===== src/rtl/card_board_pkg.sv =====
// Shared definitions for the card board: board geometry, card state encodings
// and click-scanner states, shared with the game controller.
package card_board_pkg;

    localparam int N_CARDS = 12;
    localparam int COLS    = 4;
    localparam int X0      = 64;
    localparam int Y0      = 64;
    localparam int CARD_W  = 128;
    localparam int CARD_H  = 160;
    localparam int GAP     = 32;

    typedef enum logic [1:0] {
        CARD_BLANK     = 2'b00,
        CARD_COVERED   = 2'b01,
        CARD_REMOVED   = 2'b10,
        CARD_UNCOVERED = 2'b11
    } card_state_e;

    typedef enum logic [1:0] {
        SCAN_IDLE = 2'b00,
        SCAN_RUN  = 2'b01,
        SCAN_HIT  = 2'b10
    } scan_state_e;

    function automatic logic addr_valid(input logic [3:0] addr);
        return (addr < 4'(N_CARDS));
    endfunction

endpackage


===== src/rtl/card_board_if.sv =====
// Card interface between the game controller/renderer side and the card board.
interface card_board_if;
    logic        color_wr_en;
    logic [3:0]  color_wr_addr;
    logic [11:0] color_wr_data;
    logic        write_card_en;
    logic [1:0]  write_card_state;
    logic [3:0]  write_card_addr;
    logic        update_cards_en;
    logic        wait_for_click_en;
    logic [11:0] mouse_xpos;
    logic [11:0] mouse_ypos;
    logic        mouse_left;
    logic        card_pressed;
    logic [3:0]  card_clicked_address;
    logic [11:0] card_clicked_color;
    logic [3:0]  disp_addr;
    logic [1:0]  disp_state;
    logic [11:0] disp_color;

    modport master (
        output color_wr_en, color_wr_addr, color_wr_data,
        output write_card_en, write_card_state, write_card_addr,
        output update_cards_en, wait_for_click_en,
        output mouse_xpos, mouse_ypos, mouse_left, disp_addr,
        input  card_pressed, card_clicked_address, card_clicked_color,
        input  disp_state, disp_color
    );

    modport slave (
        input  color_wr_en, color_wr_addr, color_wr_data,
        input  write_card_en, write_card_state, write_card_addr,
        input  update_cards_en, wait_for_click_en,
        input  mouse_xpos, mouse_ypos, mouse_left, disp_addr,
        output card_pressed, card_clicked_address, card_clicked_color,
        output disp_state, disp_color
    );
endinterface


===== src/rtl/card_hit_scanner.sv =====
// Click FSM: walks the cards one per cycle with running geometry counters and
// reports the first card whose rectangle contains the latched click position.
module card_hit_scanner
    import card_board_pkg::*;
(
    input  logic        clk,
    input  logic        rst,
    input  logic        click_rise,
    input  logic        enable,
    input  logic [11:0] x,
    input  logic [11:0] y,
    output logic        hit_valid,
    output logic [3:0]  hit_idx
);

    scan_state_e state_r, state_n;
    logic [11:0] x_r, y_r, left_r, top_r;
    logic [3:0]  idx_r;
    logic [1:0]  col_r, row_r;
    logic        hit_s;

    // Right and bottom edges are exclusive, so gap pixels and edge pixels miss.
    assign hit_s = (x_r >= left_r) && (x_r < left_r + 12'(CARD_W)) &&
                   (y_r >= top_r)  && (y_r < top_r  + 12'(CARD_H));

    assign hit_valid = (state_r == SCAN_HIT);
    assign hit_idx   = idx_r;

    // FSM state register
    always_ff @(posedge clk) begin
        if (rst) state_r <= SCAN_IDLE;
        else     state_r <= state_n;
    end

    // Next-state logic
    always_comb begin
        state_n = state_r;
        case (state_r)
            SCAN_IDLE: begin
                if (click_rise && enable) state_n = SCAN_RUN;
                else                      state_n = SCAN_IDLE;
            end
            SCAN_RUN: begin
                if (!enable)                            state_n = SCAN_IDLE;
                else if (hit_s)                         state_n = SCAN_HIT;
                else if (idx_r == 4'(N_CARDS - 1))      state_n = SCAN_IDLE;
                else                                    state_n = SCAN_RUN;
            end
            SCAN_HIT: state_n = SCAN_IDLE;
            default:  state_n = SCAN_IDLE;
        endcase
    end

    // Click position latch and card geometry counters
    always_ff @(posedge clk) begin
        if (rst) begin
            x_r    <= 12'd0;
            y_r    <= 12'd0;
            idx_r  <= 4'd0;
            col_r  <= 2'd0;
            row_r  <= 2'd0;
            left_r <= 12'(X0);
            top_r  <= 12'(Y0);
        end else if (state_r == SCAN_IDLE && state_n == SCAN_RUN) begin
            x_r    <= x;
            y_r    <= y;
            idx_r  <= 4'd0;
            col_r  <= 2'd0;
            row_r  <= 2'd0;
            left_r <= 12'(X0);
            top_r  <= 12'(Y0);
        end else if (state_r == SCAN_RUN && state_n == SCAN_RUN) begin
            idx_r <= idx_r + 4'd1;
            if (col_r == 2'(COLS - 1)) begin
                col_r  <= 2'd0;
                row_r  <= row_r + 2'd1;
                left_r <= 12'(X0);
                top_r  <= top_r + 12'(CARD_H + GAP);
            end else begin
                col_r  <= col_r + 2'd1;
                left_r <= left_r + 12'(CARD_W + GAP);
            end
        end
    end

endmodule


===== src/rtl/card_board.sv =====
// Card-board store: per-card state and colour, display snapshot with a
// registered read port, and the click responder producing card_pressed.
module card_board
    import card_board_pkg::*;
(
    input  logic       clk,
    input  logic       rst,
    card_board_if.slave bus
);

    logic [1:0]  work_state_r [N_CARDS];
    logic [1:0]  snap_state_r [N_CARDS];
    logic [11:0] color_r      [N_CARDS];
    logic        mouse_prev_r;
    logic        click_rise_s;
    logic        hit_valid_s;
    logic [3:0]  hit_idx_s;
    logic        press_ok_s;
    logic        card_pressed_r;
    logic [3:0]  clicked_addr_r;
    logic [11:0] clicked_color_r;
    logic [1:0]  disp_state_r;
    logic [11:0] disp_color_r;

    assign click_rise_s = bus.mouse_left & ~mouse_prev_r;

    // Previous mouse button level for edge detection
    always_ff @(posedge clk) begin
        if (rst) mouse_prev_r <= 1'b0;
        else     mouse_prev_r <= bus.mouse_left;
    end

    card_hit_scanner u_scan (
        .clk        (clk),
        .rst        (rst),
        .click_rise (click_rise_s),
        .enable     (bus.wait_for_click_en),
        .x          (bus.mouse_xpos),
        .y          (bus.mouse_ypos),
        .hit_valid  (hit_valid_s),
        .hit_idx    (hit_idx_s)
    );

    // Card store; a state write on the same card overrides the COVERED from a colour load,
    // and the snapshot copies pre-write states.
    always_ff @(posedge clk) begin
        if (rst) begin
            for (int i = 0; i < N_CARDS; i++) begin
                work_state_r[i] <= CARD_BLANK;
                snap_state_r[i] <= CARD_BLANK;
                color_r[i]      <= 12'd0;
            end
        end else begin
            for (int i = 0; i < N_CARDS; i++) begin
                if (bus.color_wr_en && bus.color_wr_addr == 4'(i)) begin
                    color_r[i]      <= bus.color_wr_data;
                    work_state_r[i] <= CARD_COVERED;
                end
                if (bus.write_card_en && bus.write_card_addr == 4'(i)) begin
                    work_state_r[i] <= bus.write_card_state;
                end
                if (bus.update_cards_en) begin
                    snap_state_r[i] <= work_state_r[i];
                end
            end
        end
    end

    // Final check in the HIT state: still enabled and the card is covered
    always_comb begin
        press_ok_s = 1'b0;
        if (hit_valid_s && bus.wait_for_click_en && addr_valid(hit_idx_s)) begin
            press_ok_s = (work_state_r[hit_idx_s] == CARD_COVERED);
        end else begin
            press_ok_s = 1'b0;
        end
    end

    // Click result registers; address and colour hold until the next pulse
    always_ff @(posedge clk) begin
        if (rst) begin
            card_pressed_r  <= 1'b0;
            clicked_addr_r  <= 4'd0;
            clicked_color_r <= 12'd0;
        end else begin
            card_pressed_r <= press_ok_s;
            if (press_ok_s) begin
                clicked_addr_r  <= hit_idx_s;
                clicked_color_r <= color_r[hit_idx_s];
            end
        end
    end

    // Renderer read port
    always_ff @(posedge clk) begin
        if (rst) begin
            disp_state_r <= 2'b00;
            disp_color_r <= 12'd0;
        end else if (addr_valid(bus.disp_addr)) begin
            disp_state_r <= snap_state_r[bus.disp_addr];
            disp_color_r <= color_r[bus.disp_addr];
        end else begin
            disp_state_r <= 2'b00;
            disp_color_r <= 12'd0;
        end
    end

    assign bus.card_pressed         = card_pressed_r;
    assign bus.card_clicked_address = clicked_addr_r;
    assign bus.card_clicked_color   = clicked_color_r;
    assign bus.disp_state           = disp_state_r;
    assign bus.disp_color           = disp_color_r;

endmodule


===== src/flat_wrapper.sv =====
// flat-port wrapper written by rule: the top's interface ports become plain ports
module card_board_flat import card_board_pkg::*;
  (clk, rst, bus_color_wr_en, bus_color_wr_addr, bus_color_wr_data, bus_write_card_en, bus_write_card_state, bus_write_card_addr, bus_update_cards_en, bus_wait_for_click_en, bus_mouse_xpos, bus_mouse_ypos, bus_mouse_left, bus_disp_addr, bus_card_pressed, bus_card_clicked_address, bus_card_clicked_color, bus_disp_state, bus_disp_color);
  card_board_if bus_i ();
  input  logic clk;
  input  logic rst;
  input wire logic [$bits(bus_i.color_wr_en)-1:0] bus_color_wr_en;
  input wire logic [$bits(bus_i.color_wr_addr)-1:0] bus_color_wr_addr;
  input wire logic [$bits(bus_i.color_wr_data)-1:0] bus_color_wr_data;
  input wire logic [$bits(bus_i.write_card_en)-1:0] bus_write_card_en;
  input wire logic [$bits(bus_i.write_card_state)-1:0] bus_write_card_state;
  input wire logic [$bits(bus_i.write_card_addr)-1:0] bus_write_card_addr;
  input wire logic [$bits(bus_i.update_cards_en)-1:0] bus_update_cards_en;
  input wire logic [$bits(bus_i.wait_for_click_en)-1:0] bus_wait_for_click_en;
  input wire logic [$bits(bus_i.mouse_xpos)-1:0] bus_mouse_xpos;
  input wire logic [$bits(bus_i.mouse_ypos)-1:0] bus_mouse_ypos;
  input wire logic [$bits(bus_i.mouse_left)-1:0] bus_mouse_left;
  input wire logic [$bits(bus_i.disp_addr)-1:0] bus_disp_addr;
  output wire logic [$bits(bus_i.card_pressed)-1:0] bus_card_pressed;
  output wire logic [$bits(bus_i.card_clicked_address)-1:0] bus_card_clicked_address;
  output wire logic [$bits(bus_i.card_clicked_color)-1:0] bus_card_clicked_color;
  output wire logic [$bits(bus_i.disp_state)-1:0] bus_disp_state;
  output wire logic [$bits(bus_i.disp_color)-1:0] bus_disp_color;
  assign bus_i.color_wr_en = bus_color_wr_en;
  assign bus_i.color_wr_addr = bus_color_wr_addr;
  assign bus_i.color_wr_data = bus_color_wr_data;
  assign bus_i.write_card_en = bus_write_card_en;
  assign bus_i.write_card_state = bus_write_card_state;
  assign bus_i.write_card_addr = bus_write_card_addr;
  assign bus_i.update_cards_en = bus_update_cards_en;
  assign bus_i.wait_for_click_en = bus_wait_for_click_en;
  assign bus_i.mouse_xpos = bus_mouse_xpos;
  assign bus_i.mouse_ypos = bus_mouse_ypos;
  assign bus_i.mouse_left = bus_mouse_left;
  assign bus_i.disp_addr = bus_disp_addr;
  assign bus_card_pressed = bus_i.card_pressed;
  assign bus_card_clicked_address = bus_i.card_clicked_address;
  assign bus_card_clicked_color = bus_i.card_clicked_color;
  assign bus_disp_state = bus_i.disp_state;
  assign bus_disp_color = bus_i.disp_color;
  card_board u_core (.clk(clk), .rst(rst), .bus(bus_i));
endmodule

===== config.mk =====
export PLATFORM = sky130hd
export DESIGN_NAME = card_board_flat
export DESIGN_NICKNAME = d
export VERILOG_FILES = /design/src/rtl/card_board_pkg.sv /design/src/rtl/card_board_if.sv /design/src/rtl/card_hit_scanner.sv /design/src/rtl/card_board.sv /design/src/flat_wrapper.sv
export SDC_FILE = /design/constraint.sdc
export NUM_CORES = 1
export LEC_CHECK = 0
export CAP_MARGIN = 10
export CORE_UTILIZATION = 50
export CTS_BUF_LIST = sky130_fd_sc_hd__clkbuf_16
export CTS_CLUSTER_DIAMETER = 200
export CTS_CLUSTER_SIZE = 14
export DETAILED_ROUTE_END_ITERATION = 7
export PLACE_DENSITY = 0.67
export SLEW_MARGIN = 20
export SYNTH_ARGS = -nofsm -noshare
export SYNTH_HDL_FRONTEND = slang
export SYNTH_SLANG_ARGS = --single-unit

===== constraint.sdc =====
create_clock -name clk -period 3.16 [get_ports clk]
set_input_delay 0.474 -clock clk [delete_from_list [all_inputs] [get_ports clk]]
set_output_delay 0.474 -clock clk [all_outputs]
set_load 0.03 [all_outputs]

Word level (Yosys, flattened, before mapping)
Memory sizes are Yosys's and may differ from the RTL's. A register that Yosys moved wholly into a read port is not among the register bits.
Cells that the tools add are included.
W data, S select, Z words.
{"block": "op_classes", "add_sub_neg": 6, "magnitude_cmp": 6, "eq_ne": 28, "mux": 135, "bitwise": 51, "reduce_logical": 38}
{"cell": "$mux W12", "n": 13}
{"cell": "$mux W1", "n": 80}
{"cell": "$mux W2", "n": 39}
{"cell": "$add A12 B8 Y12 const B", "n": 4}
{"cell": "$or A1 B1 Y1", "n": 48}
{"cell": "$eq A4 B4 Y1 const B", "n": 9}
{"cell": "$eq A4 B3 Y1 const B", "n": 8}
{"cell": "$logic_and A1 B1 Y1", "n": 32}
{"cell": "$ge A12 B12 Y1", "n": 2}
{"cell": "$lt A12 B12 Y1", "n": 2}
{"cell": "$eq A4 B2 Y1 const B", "n": 4}
{"cell": "$eq A4 B1 Y1 const B", "n": 2}
{"cell": "$logic_not A4 Y1", "n": 2}
{"cell": "$lt A4 B4 Y1 const B", "n": 2}
{"cell": "$mux W4", "n": 2}
{"cell": "$eq A2 B1 Y1 const B", "n": 3}
{"cell": "$add A4 B1 Y4 const B", "n": 1}
{"cell": "$eq A2 B2 Y1 const B", "n": 2}
{"cell": "$pmux W2 S2", "n": 1}
{"cell": "$reduce_or A2 Y1", "n": 2}
{"cell": "$add A2 B1 Y2 const B", "n": 1}
{"cell": "$logic_not A2 Y1", "n": 1}
{"cell": "$not A1 Y1", "n": 2}
{"cell": "$reduce_and A2 Y1", "n": 1}
{"cell": "$and A1 B1 Y1", "n": 1}
{"block": "totals", "regBits": 62, "ramBits": 192, "input_bits": 57, "out_inout_bits": 31, "wordCells": 277, "mem_count": 3}
{"name": "u_core.color_r", "words": 12, "width": 12, "rd": 2, "rd_clocked_by_memory_dff": 2, "wr": 12, "line": "card_board.sv:13", "text": "logic [11:0] color_r [N_CARDS];"}
{"name": "u_core.snap_state_r", "words": 12, "width": 2, "rd": 1, "rd_clocked_by_memory_dff": 1, "wr": 12, "line": "card_board.sv:12", "text": "logic [1:0] snap_state_r [N_CARDS];"}
{"name": "u_core.work_state_r", "words": 12, "width": 2, "rd": 13, "rd_clocked_by_memory_dff": 1, "wr": 12, "line": "card_board.sv:11", "text": "logic [1:0] work_state_r [N_CARDS];"}

Logic depth before layout (Yosys ltp)
{"block": "logic_depth", "depth_word": 12, "mapped_depth": 13, "depth_no_buf": 10}

Hierarchy
From an unflattened synthesis, not the netlist that was laid out.
{"block": "unflattened", "cells_unflattened": 1174, "area_unflattened_um2": 13555.5}
{"mod": "card_board", "instances": 1, "cells_per_inst": 877, "area_each_um2": 11158.2, "seq_area_each_um2": 6406.1}
{"mod": "card_hit_scanner", "instances": 1, "cells_per_inst": 297, "area_each_um2": 2397.3, "seq_area_each_um2": 800.8}

Least setup slack after synthesis
No wires, ideal clock.
{"block": "synth_timing", "kind": "register to register", "from": "register u_core.u_scan.left_r[8]", "to": "register with a tool-made name", "setup_ns": 0.070, "arrival_ns": 2.467, "t_required_ns": 3.090, "path_slack_ns": 0.623, "stages_incl_launch_ff": 12, "path_buffers": 1, "synth_period_minus_slack_ns": 2.537, "cell_sequence": "dfxtp_1 -> ha_1 -> nand3_1 -> xnor2_1 -> ha_1 -> and4_1 -> o211ai_1 -> a21boi_1 -> and4_1 -> buf_6 -> or4_4 -> a21oi_1"}
{"item": "from (decl)", "line": "card_hit_scanner.sv:17", "text": "logic [11:0] x_r, y_r, left_r, top_r;"}
{"item": "from (signal assigned)", "line": "card_hit_scanner.sv:62", "text": "left_r <= 12'(X0);"}
{"item": "from (signal assigned)", "line": "card_hit_scanner.sv:70", "text": "left_r <= 12'(X0);"}
{"item": "from (signal assigned)", "line": "card_hit_scanner.sv:77", "text": "left_r <= 12'(X0);"}

Final worst setup path
{"block": "layout_timing", "from": "register u_core.u_scan.left_r[8]", "to": "register u_core.u_scan.left_r[8]"}
{"block": "layout_between", "elab_chain_cells": 11, "elab_cells_between_ends": 15, "cone_classes": "2 x add/sub; 2 x order compare; 1 x eq/ne; 4 x mux; 6 x reduce/logical"}
{"item": "$add A12 B8 Y12", "line": "card_hit_scanner.sv:23", "text": "assign hit_s = (x_r >= left_r) && (x_r < left_r + 12'(CARD_W)) &&"}
{"item": "$lt A12 B12 Y1", "line": "card_hit_scanner.sv:23"}
{"item": "$logic_and A1 B1 Y1 (2 in a row)", "line": "card_hit_scanner.sv:23"}
{"item": "$logic_and A1 B1 Y1", "line": "card_hit_scanner.sv:24", "text": "(y_r >= top_r) && (y_r < top_r + 12'(CARD_H));"}
{"item": "$mux W2", "line": "card_hit_scanner.sv:45", "text": "else if (hit_s) state_n = SCAN_HIT;"}
{"item": "$mux W2", "line": "card_hit_scanner.sv:44", "text": "if (!enable) state_n = SCAN_IDLE;"}
{"item": "$pmux W2 S2", "line": "card_hit_scanner.sv:38", "text": "case (state_r)"}
{"item": "$eq A2 B1 Y1", "line": "card_hit_scanner.sv:64, card_hit_scanner.sv:72"}
{"item": "$logic_and A1 B1 Y1", "line": "card_hit_scanner.sv:64", "text": "end else if (state_r == SCAN_IDLE && state_n == SCAN_RUN) begin"}
{"item": "$reduce_or A2 Y1 (no line)"}
Several ways; a longest one is shown, not always the timed one.
A chain may end at the register's enable or synchronous reset.

==> metrics.md <==
| Metric | Value |
|---|---|
| Status | `finished clean` |
| Post-synth cell types | `57` |
| Reg power frac | `0.551` |
| Max FO, Critical Path | `27` |
| Syn Area/Cell | `about 12 um^2` |
| Clk slew on worst S/H paths | `around 0.070 ns` |
| Die footprint | `0.02721 mm^2` |
| Leak | `between 0.005 and 0.006 uW` |
| Power per Cell Area | `about 490 mW/mm^2` |
| WL final | `approximately 31 mm` |
| Nets@finish | `1,242` |
| Req. time, crit path | `approximately 3.6 ns` |
| Initial Util | `0.5095` |
| DRT antenna net count | `0` |
| PortBufs | `82` |
| Die Ht | `approximately 160 um` |
| Buf/Inv on CP | `1` |
| Crit path launch type | `flip-flop` |
| Final period utilization | `0.9001` |
| Hold depth | `2` |
| Postcts setup bufs | `0` |
| Grt total ovfl | `0` |
| WL/cell | `between 20 and 25 um` |
| Antenna violations before repair | `0` |
| Worst R2R Start | `u_core.u_scan.left_r[8]` |
| Clock Power Share | `0.346` |
| Area contributors post-synth | `edfxtp_1 43%, mux4_2 13%, dfxtp_1 11%` |
| Final Hold Fails | `0` |
| Hold Path Class | `in -> reg` |
| Peak VDD IR | `about 320 uV` |
| Seq cells post-synth | `between 200 and 300` |
| ANT cells | `0` |
| CP max stage cell | `or4_1` |
| Die span in x | `165.0 um` |
| Hpwl dp | `21.57 mm` |
| Synth top area share | `0.4342` |
| Row cnt | `59` |
| Synthesized Nets | `between 1,000 and 1,500` |
| Cell family with most CP delay | `simple AND/OR/NAND/NOR gates` |
| Yosys warns | `0` |
| Switching share of total power | `0.2359` |
| GRT Total Usage | `0.2359` |
| Unrepaired setup endpoints after global routing | `no` |
| Max Freq | `0.3516 GHz` |
| Post-CTS Hold Fix Bufs | `0` |
| Layout area overhead | `13.86%` |
| Root Buffer | `clkbuf_16` |
| Deepest clock path buffer count | `3` |
| Register area share after synthesis | `0.5488` |
| Comb pwr share | `0.102` |
| Vias in the first global route | `roughly 8,600` |
| Clock sinks | `~270` |
| Post-synth EDFFs | `192` |
| DR pass1 iterations | `5` |
| Most used DFF post-synth | `edfxtp_1` |
| Max-Cap Viols | `0` |
| Max H-tree Level | `1` |
| Share of cells above drive strength 1 | `0.1361` |
| HP Start | `rst` |
| Worst path depth | `11` |
| Slew HR | `0.3242` |
| Critical path launch point | `u_core.u_scan.left_r[8]` |
| TritonCTS clock tree | `done` |
| Final setup TNS | `0 ns` |
| Post-cts resize count | `0` |
| Least-Margin Pin Slew | `around 1 ns` |
| Synth Instances | `about 1,100` |
| DR vias | `8,692` |
| Reg2Reg Depth | `11` |
| Layout fillers | `2,173` |
| Net Switching | `around 1700 uW` |
| Int Pwr | `about 5600 uW` |
| CTS buffer count | `23` |
| Critical Setup Path Class | `reg -> reg` |
| Dominant cell type by area after synthesis | `edfxtp_1` |
| # setup viols final | `0` |
| Core area | `0.02606 mm^2` |
| Core Util, Final | `0.5802` |
| First-pass GRT wire length | `about 48 mm` |
| Crit path DAT | `about 3.3 ns` |
| Residual DRC count | `0` |
| Total I/O pin count | `a little under 90` |
| WHS | `approximately 0.44 ns` |
| DRT iter0 DRCs | `about 800` |
| Crit end category | `flip-flop` |
| CP cell instances | `ha_1 > nand3_1 > xnor2_1 > ha_1 > and4_1 > o211ai_1 > a21boi_1 > and4_1 > buf_12 > or4_1 > a21oi_1` |
| Cell Area, Synth | `0.01328 mm^2` |
| Tmin final | `about 2.8 ns` |
| Share of synthesized registers carrying an async set or reset | `0` |
| Largest net degree at the start of global routing | `61` |
| Worst stage delay on the critical path | `just over 0.5 ns` |
| Layout Skew | `around 0.014 ns` |
| DR vias/cell | `between 5 and 6` |
| Max Slew Vio Count | `0` |
| Worst-skew pair later-pin latency | `approximately 0.52 ns` |
| GPL Wtd Cong | `0.7969` |
stage by stage:
stage          total power [uW]  cell area (um^2)  setup WS, ns  std cells
6_report                   7369             15120        0.3156       1503
5_1_grt                    7629             15120        0.1008       1503
4_1_cts                    7408             15110        0.2845       1503
3_5_place_dp               4891             14460        0.3005       1463
3_3_place_gp               4869             14460        0.3895       1463
2_1_floorplan              4584             13280        0.6231       1093
cells in the mapped netlist (all sizes together), types with 14 or more instances:
cell type  count
a21oi         51
inv           37
nand2         87
nand3         14
o21ai         27
mux2i         44
mux4          79
dfxtp         76
nand2b        30
clkbuf        60
nor2         148
ha            32
and2          59
edfxtp       192
buf           23
sequential cells by signal, indices dropped and copies added (netlist names), named ones only:
signal / cells
u_core.u_scan.state_r: 2
u_core.u_scan.left_r: 7
u_core.u_scan.hit_idx: 4
u_core.bus.card_clicked_address: 4
u_core.work_state_r: 24
u_core.bus.disp_color: 12
u_core.bus.card_pressed: 1
u_core.u_scan.col_r: 2
u_core.snap_state_r: 24
u_core.color_r: 144
u_core.u_scan.top_r: 6
u_core.u_scan.x_r: 7
u_core.u_scan.y_r: 12
u_core.bus.card_clicked_color: 12
u_core.mouse_prev_r: 1
u_core.bus.disp_state: 2
metal layers:
layer	vias up	GRT usage	wire length (um)
li1	4086	-	-
met1	4281	0.3250	13460
met2	283	0.3978	15100
met3	42	0.03164	2005
met4	0	0.05296	503
met5	-	0	0
path summary, 6_finish.rpt:
check | endpoint | slack, ns
worst max-delay path | u_core.u_scan.left_r[8] | 0.32
worst min-delay path | u_core.bus.disp_state[0] | 0.44
worst max register to register | u_core.u_scan.left_r[8] | 0.32
worst min register to register | u_core.u_scan.y_r[3] | 0.46
final cells by class:
| cell class | count | area, um^2 | area share |
|---|---|---|---|
| Multi-Input combinational cell | 703 | 5489 | 0.3631 |
| Tap cell | 335 | 419.2 | 0.02772 |
| Clock inverter | 17 | 76.32 | 0.005048 |
| Sequential cell | 268 | 7288 | 0.4821 |
| Inverter | 37 | 138.9 | 0.009186 |
| Clock buffer | 23 | 575.6 | 0.03807 |
| Timing Repair Buffer | 120 | 1131 | 0.07482 |
layout by cell type (no fill, tap or decap), types with 44 or more instances in the layout:
cell type / count
and2_1: 59
inv_1: 53
dfxtp_1: 75
clkdlybuf4s50_1: 79
mux2i_1: 44
a21oi_1: 51
edfxtp_1: 192
nand2_1: 87
mux4_2: 79
nor2_1: 148
cells by family after synthesis:
| kind of cell | synth area share |
|---|---|
| fa+ha+maj | 0.03015 |
| flops | 0.5488 |
| simple gates | 0.1495 |
| mux | 0.1697 |
| xor+xnor | 0.003958 |
| buf+inv | 0.03807 |
| compound gates | 0.05975 |
power groups by stage:
stage                     clock, uW  combinational [uW]  sequential (uW)
final                          2550                 755             4060
after global routing           2730                 816             4080
after CTS                      2590                 760             4060
after detailed placement          0                 755             4140
after global placement            0                 745             4120
after floorplan                   0                 463             4120
worst register-to-register path: stages, from the launching register on:
cell and delay [ns]:
dfxtp_1 0.44, ha_1 0.25, nand3_1 0.10, xnor2_1 0.15, ha_1 0.28, and4_1 0.22
o211ai_1 0.09, a21boi_1 0.16, and4_1 0.24, buf_12 0.16, or4_1 0.52, a21oi_1 0.16
(Power assumes the default switching activity.)
